<file path="src/rtl/iir_sos_sequencer.sv">
`default_nettype none
// +--------------------------------------------------------------------------+
// | iir_sos_sequencer: control FSM sharing one MAC across NUM_SEC DF-II      |
// | biquads. Optional bypass path enabled by macro IIR_SEQ_BYPASS_EN.        |
// | Revision: 1.0                                                            |
// +--------------------------------------------------------------------------+
module iir_sos_sequencer #(
  parameter int NUM_SEC = 3,
  parameter int SEC_W   = 2
) (
  input  logic             clk,
  input  logic             nrst,
  input  logic             in_valid,
  output logic             in_ready,
  output logic             out_valid,
  input  logic             out_ready,
  output logic [SEC_W-1:0] sec_idx,
  output logic [2:0]       coef_idx,
  output logic             src_sel,
  output logic             acc_load,
  output logic             acc_clr,
  output logic             mac_en,
  output logic             mac_sub,
  output logic             w0_ld,
  output logic             wst_we,
  output logic             wst_clr,
  output logic             sec_ld,
  output logic             busy
`ifdef IIR_SEQ_BYPASS_EN
  ,
  input  logic             bypass,
  output logic             out_byp
`endif
);

  typedef enum logic [3:0] {
    ST_INIT = 4'd0,
    ST_IDLE = 4'd1,
    ST_PRE  = 4'd2,
    ST_FB1  = 4'd3,
    ST_FB2  = 4'd4,
    ST_W0   = 4'd5,
    ST_FF0  = 4'd6,
    ST_FF1  = 4'd7,
    ST_FF2  = 4'd8,
    ST_UPD  = 4'd9,
    ST_DONE = 4'd10
  } state_t;

  typedef struct packed {
    logic       in_ready;
    logic       out_valid;
    logic       busy;
    logic       src_sel;
    logic       acc_load;
    logic       acc_clr;
    logic       mac_en;
    logic       mac_sub;
    logic       w0_ld;
    logic       wst_we;
    logic       wst_clr;
    logic       sec_ld;
    logic [2:0] coef_idx;
  } strb_t;

  localparam logic [SEC_W-1:0] c_last_sec = SEC_W'(NUM_SEC - 1);

  state_t           r_state, w_nxt_state;
  logic [SEC_W-1:0] r_sec, w_nxt_sec;
  strb_t            r_strb, w_nxt_strb;
`ifdef IIR_SEQ_BYPASS_EN
  logic             r_byp, w_nxt_byp;
`endif

  always_ff @(posedge clk) begin
    if (!nrst) begin
      r_state     <= ST_INIT;
      r_sec       <= '0;
      r_strb      <= '0;
      r_strb.busy <= 1'b1;
`ifdef IIR_SEQ_BYPASS_EN
      r_byp       <= 1'b0;
`endif
    end else begin
      r_state <= w_nxt_state;
      r_sec   <= w_nxt_sec;
      r_strb  <= w_nxt_strb;
`ifdef IIR_SEQ_BYPASS_EN
      r_byp   <= w_nxt_byp;
`endif
    end
  end

  // Next state is computed first, then strobes are decoded from it so the
  // registered strobes line up with the state they belong to.
  always_comb begin
    w_nxt_state = r_state;
    w_nxt_sec   = r_sec;
    w_nxt_strb  = '0;
`ifdef IIR_SEQ_BYPASS_EN
    w_nxt_byp   = 1'b0;
`endif
    case (r_state)
      // wst_clr low here means the clear sweep has not started yet
      ST_INIT: if (r_strb.wst_clr) begin
        if (r_sec == c_last_sec) begin
          w_nxt_state = ST_IDLE;
          w_nxt_sec   = '0;
        end else begin
          w_nxt_sec = r_sec + SEC_W'(1);
        end
      end
      ST_IDLE: if (in_valid) begin
`ifdef IIR_SEQ_BYPASS_EN
        if (bypass) begin
          w_nxt_state = ST_DONE;
          w_nxt_byp   = 1'b1;
        end else begin
          w_nxt_state = ST_PRE;
        end
`else
        w_nxt_state = ST_PRE;
`endif
      end
      ST_PRE:  w_nxt_state = ST_FB1;
      ST_FB1:  w_nxt_state = ST_FB2;
      ST_FB2:  w_nxt_state = ST_W0;
      ST_W0:   w_nxt_state = ST_FF0;
      ST_FF0:  w_nxt_state = ST_FF1;
      ST_FF1:  w_nxt_state = ST_FF2;
      ST_FF2:  w_nxt_state = ST_UPD;
      ST_UPD: begin
        if (r_sec == c_last_sec) begin
          w_nxt_state = ST_DONE;
        end else begin
          w_nxt_state = ST_PRE;
          w_nxt_sec   = r_sec + SEC_W'(1);
        end
      end
      ST_DONE: begin
        if (out_ready) begin
          w_nxt_state = ST_IDLE;
          w_nxt_sec   = '0;
        end else begin
`ifdef IIR_SEQ_BYPASS_EN
          w_nxt_byp = r_byp;
`endif
        end
      end
      default: begin
        w_nxt_state = ST_INIT;
        w_nxt_sec   = '0;
      end
    endcase

    w_nxt_strb.busy      = (w_nxt_state != ST_IDLE);
    w_nxt_strb.in_ready  = (w_nxt_state == ST_IDLE);
    w_nxt_strb.out_valid = (w_nxt_state == ST_DONE);
    case (w_nxt_state)
      ST_INIT: w_nxt_strb.wst_clr = 1'b1;
      ST_PRE: begin
        w_nxt_strb.acc_load = 1'b1;
        w_nxt_strb.src_sel  = (w_nxt_sec != '0);
      end
      ST_FB1: begin
        w_nxt_strb.mac_en   = 1'b1;
        w_nxt_strb.mac_sub  = 1'b1;
        w_nxt_strb.coef_idx = 3'd0;
      end
      ST_FB2: begin
        w_nxt_strb.mac_en   = 1'b1;
        w_nxt_strb.mac_sub  = 1'b1;
        w_nxt_strb.coef_idx = 3'd1;
      end
      ST_W0:  w_nxt_strb.w0_ld = 1'b1;
      ST_FF0: begin
        w_nxt_strb.acc_clr  = 1'b1;
        w_nxt_strb.mac_en   = 1'b1;
        w_nxt_strb.coef_idx = 3'd2;
      end
      ST_FF1: begin
        w_nxt_strb.mac_en   = 1'b1;
        w_nxt_strb.coef_idx = 3'd3;
      end
      ST_FF2: begin
        w_nxt_strb.mac_en   = 1'b1;
        w_nxt_strb.coef_idx = 3'd4;
      end
      ST_UPD: begin
        w_nxt_strb.wst_we = 1'b1;
        w_nxt_strb.sec_ld = 1'b1;
      end
      default: ;
    endcase
  end

  assign in_ready  = r_strb.in_ready;
  assign out_valid = r_strb.out_valid;
  assign busy      = r_strb.busy;
  assign sec_idx   = r_sec;
  assign coef_idx  = r_strb.coef_idx;
  assign src_sel   = r_strb.src_sel;
  assign acc_load  = r_strb.acc_load;
  assign acc_clr   = r_strb.acc_clr;
  assign mac_en    = r_strb.mac_en;
  assign mac_sub   = r_strb.mac_sub;
  assign w0_ld     = r_strb.w0_ld;
  assign wst_we    = r_strb.wst_we;
  assign wst_clr   = r_strb.wst_clr;
  assign sec_ld    = r_strb.sec_ld;
`ifdef IIR_SEQ_BYPASS_EN
  assign out_byp   = r_byp;
`endif

endmodule
`default_nettype wire

</file>
<file path="config.mk">
export PLATFORM = sky130hd
export DESIGN_NAME = iir_sos_sequencer
export DESIGN_NICKNAME = d
export VERILOG_FILES = /design/src/rtl/iir_sos_sequencer.sv
export SDC_FILE = /design/constraint.sdc
export NUM_CORES = 1
export LEC_CHECK = 0
export BUFFER_PORTS_ARGS = -buffer_cell sky130_fd_sc_hd__buf_2
export CAP_MARGIN = 10
export CORE_MARGIN = 2
export CORE_UTILIZATION = 45
export DETAILED_ROUTE_END_ITERATION = 10
export HOLD_SLACK_MARGIN = 0.15
export PLACE_DENSITY_LB_ADDON = 0.25
export SYNTH_ARGS = -nofsm -noshare
export SYNTH_HDL_FRONTEND = slang
export SYNTH_SLANG_ARGS = --single-unit
</file>
<file path="constraint.sdc">
create_clock -name clk -period 4.9 [get_ports clk]
set_clock_uncertainty 0.15 [all_clocks]
set_input_delay 0.98 -clock clk [delete_from_list [all_inputs] [get_ports clk]]
set_output_delay 0.98 -clock clk [all_outputs]
set_load 0.01 [all_outputs]
</file>
==> flow_metrics.env <==
export IMPL_relSlewSlack_pct=69.32
export IMPL_routabilityCongestion=0.7307
export IMPL_synth_cell_types=34
export IMPL_wl_per_cell_um=11.49
export IMPL_p_leak_nw=0.4761
export IMPL_fin_util_pct=55.74
export IMPL_final_cell_mix="dfxtp_1 (20), buf_2 (20), nor2_1 (12)"
export IMPL_path_max_fanout=5
export IMPL_setup_violations=0
export IMPL_synthCells=90
export IMPL_grt_pass1_wl_um=2663
export IMPL_drtIter0Drc=8
export IMPL_drt_antenna_violating_nets=0
export IMPL_status="finished clean"
export IMPL_endpoint_kind="register"
export IMPL_critPathSlowestCell="or3_4"
export IMPL_grt_ovfl_total=0
export IMPL_drt_wl_total_um=1540
export IMPL_path_clk_slew_ns=0.10
export IMPL_fin_area_um2=983.4
export IMPL_synthesis_area_um2=854.6
export IMPL_grtUsageTotal_pct=17.01
export IMPL_cts_sinks=20
export IMPL_core_um2=1764
export IMPL_crit_chain="buf_2 > or3_4 > a21oi_2 > a221oi_2 > or2_4 > or2_1"
export IMPL_max_freq_ghz=0.4826
export IMPL_post_place_cells=130
export IMPL_dpl_hpwl_um=1118
export IMPL_holdPathEnd="coef_idx[0]"
export IMPL_worst_setup_path_type="in2reg"
export IMPL_grt_max_degree=14
export IMPL_die_w_um=47.58
export IMPL_met2_usage_pct=27.57
export IMPL_numCtsBuffers=3
export IMPL_die_area_um2=2264
export IMPL_rows=15
export IMPL_grt_antenna_before_repair=0
export IMPL_finalCriticalPeriod_ns=2.072
export IMPL_layout_cells_non_filler=134
export IMPL_fp_dieH_um=47.58
export IMPL_critPathArrivalTime_ns=2.12
export IMPL_synth_edff_count=0
export IMPL_finalMaxSlewViolations=0
export IMPL_seq_area_frac_synth_pct=46.85
export IMPL_reg2reg_slack_ns=2.99
export IMPL_min_path_cells=2
export IMPL_syn_nets=98
export IMPL_placed_area_um2=947.2
export IMPL_antenna_cells=0
export IMPL_clkLatencyLatePin_ns=0.30
export IMPL_regArea_um2=400.4
export IMPL_pre_cts_slack_ns=2.514
export IMPL_fin_crit_sh_pct=42.29
export IMPL_grt_busiest_layer="met2"
export IMPL_h_tree_depth=1
export IMPL_grt_setup_unrepaired="no"
export IMPL_yosys_most_used_dff="dfxtp_1"
export IMPL_multiInputGateArea_um2=396.6
export IMPL_cts_buffer_depth=2
export IMPL_fillers=167
export IMPL_firstDrtPassIters=4
export IMPL_hold_buffers=0
export IMPL_dr_total_vias=663
export IMPL_min_delay_start="r_state[1]"
export IMPL_worst_r2r_cell_count=5
export IMPL_ys_ff_latch=20
export IMPL_critPathRequiredTime_ns=4.95
export IMPL_worst_pin_slew_ns=0.4595
export IMPL_min_path_type="reg2reg"
export IMPL_power_total_mw=0.3032
export IMPL_cp_top_family="simple AND/OR/NAND/NOR gates"
export IMPL_viasPerCell=4.948
export IMPL_cts_setup_buffers=0
export IMPL_final_setup_tns_ns=0
export IMPL_whs_ns=0.5201
export IMPL_max_vdd_ir_drop_v=0.0002376
export IMPL_timing_rr_start="r_state[0]"
export IMPL_grt_use_met1_pct=21.02
export IMPL_grtUsageMet3_pct=7.925
export IMPL_start_util_pct=48.44
export IMPL_syn_avg_cell_area_um2=9.495
export IMPL_final_nets=118
export IMPL_max_stage_delay_ns=0.32
export IMPL_drcViolationCount=0
export IMPL_layout_drive_gt1_share_pct=29.36
export IMPL_finalHoldViolations=0
export IMPL_cts_tree="built"
export IMPL_worst_setup_path_start_kind="input pin"
export IMPL_r2r_end="busy"
export IMPL_async_flop_share_pct=0
export IMPL_path_buf_inv=1
export IMPL_ctsResizeCount=0
export IMPL_timing_final_ws_setup_ns=2.828
export IMPL_io_buffers=20
export IMPL_yosysWarnings=0
export IMPL_area_delta_synth_final_pct=15.08
export IMPL_grt_pass1_vias=615
export IMPL_io_pins=21
export IMPL_cts_root_buffer="clkbuf_4"
export IMPL_cap_violations=0
export IMPL_power_density_nw_per_um2=308.3
-- state kept, by name, indices dropped and copies added, names as in the netlist --
register   count
acc_load       1
mac_en         1
w0_ld          1
out_valid      1
in_ready       1
busy           1
sec_ld         1
wst_clr        1
src_sel        1
coef_idx       3
r_state        4
acc_clr        1
mac_sub        1
sec_idx        2
-- worst register-to-register path: stages, from the launching register on --
cell and delay, ns:
dfxtp_1 0.62, nor2b_1 0.19, o22a_1 0.15, o22ai_1 0.10
or2_2 0.37, or2_1 0.23
-- cell usage after synthesis (2+ instances only) --
library cell,instances,area [um2]
o21ai_0,2,10.01
nor2b_1,3,18.77
ha_1,4,50.05
inv_1,5,18.77
nor3_1,3,15.01
nand2_1,6,22.52
buf_4,3,22.52
nor2_1,12,45.04
a221o_1,2,20.02
dfxtp_1,20,400.4
or2_2,2,12.51
and2_2,2,15.01
nand2b_1,2,12.51
and2_1,2,12.51
and4_1,2,17.52
a21oi_1,2,10.01
-- area by class of cell --
type	instances	area share, %
clock buffer	4	3.690
inverter	5	1.908
multi-input combinational	60	40.33
sequential	20	40.71
tap	25	3.181
timing repair buffer	20	10.18
-- routing by layer --
metal	part of all wire, %	vias up
li1	-	339
met1	48	305
met2	46	19
met3	6.6	0
met4	0	0
met5	0	-
-- how the worst max path moves through the flow --
stage | cells after the start | slack [ns] | endpoint | start
after floorplan | 5 | 2.68 | busy | in_valid
after global placement | 6 | 2.52 | busy | in_valid
after detailed placement | 6 | 2.51 | busy | in_valid
after CTS | 6 | 2.84 | busy | in_valid
after global routing | 6 | 2.77 | src_sel | out_ready
final | 6 | 2.83 | busy | in_valid
-- report_power, final --
group / leakage, nW / total (mW) / internal, mW / switching (mW)
combinational: 0.293 / 0.0382 / 0.0179 / 0.0203
sequential: 0.162 / 0.173 / 0.168 / 0.00566
clock: 0.0210 / 0.0917 / 0.0453 / 0.0464
total: 0.476 / 0.303 / 0.231 / 0.0723
-- kinds of logic after synthesis --
| group | after synthesis | share of synthesized area (%) |
|---|---|---|
| DFF | 20 | 46.85 |
| and+or+nand+nor | 40 | 25.33 |
| xor gates and xnor gates | 1 | 1.025 |
| muxes | 1 | 1.171 |
| buffers and inverters | 10 | 6.734 |
| adders and majority gates | 4 | 5.857 |
| AOI/OAI and AO/OA | 14 | 13.03 |
Power figures use the tool's default switching activity.
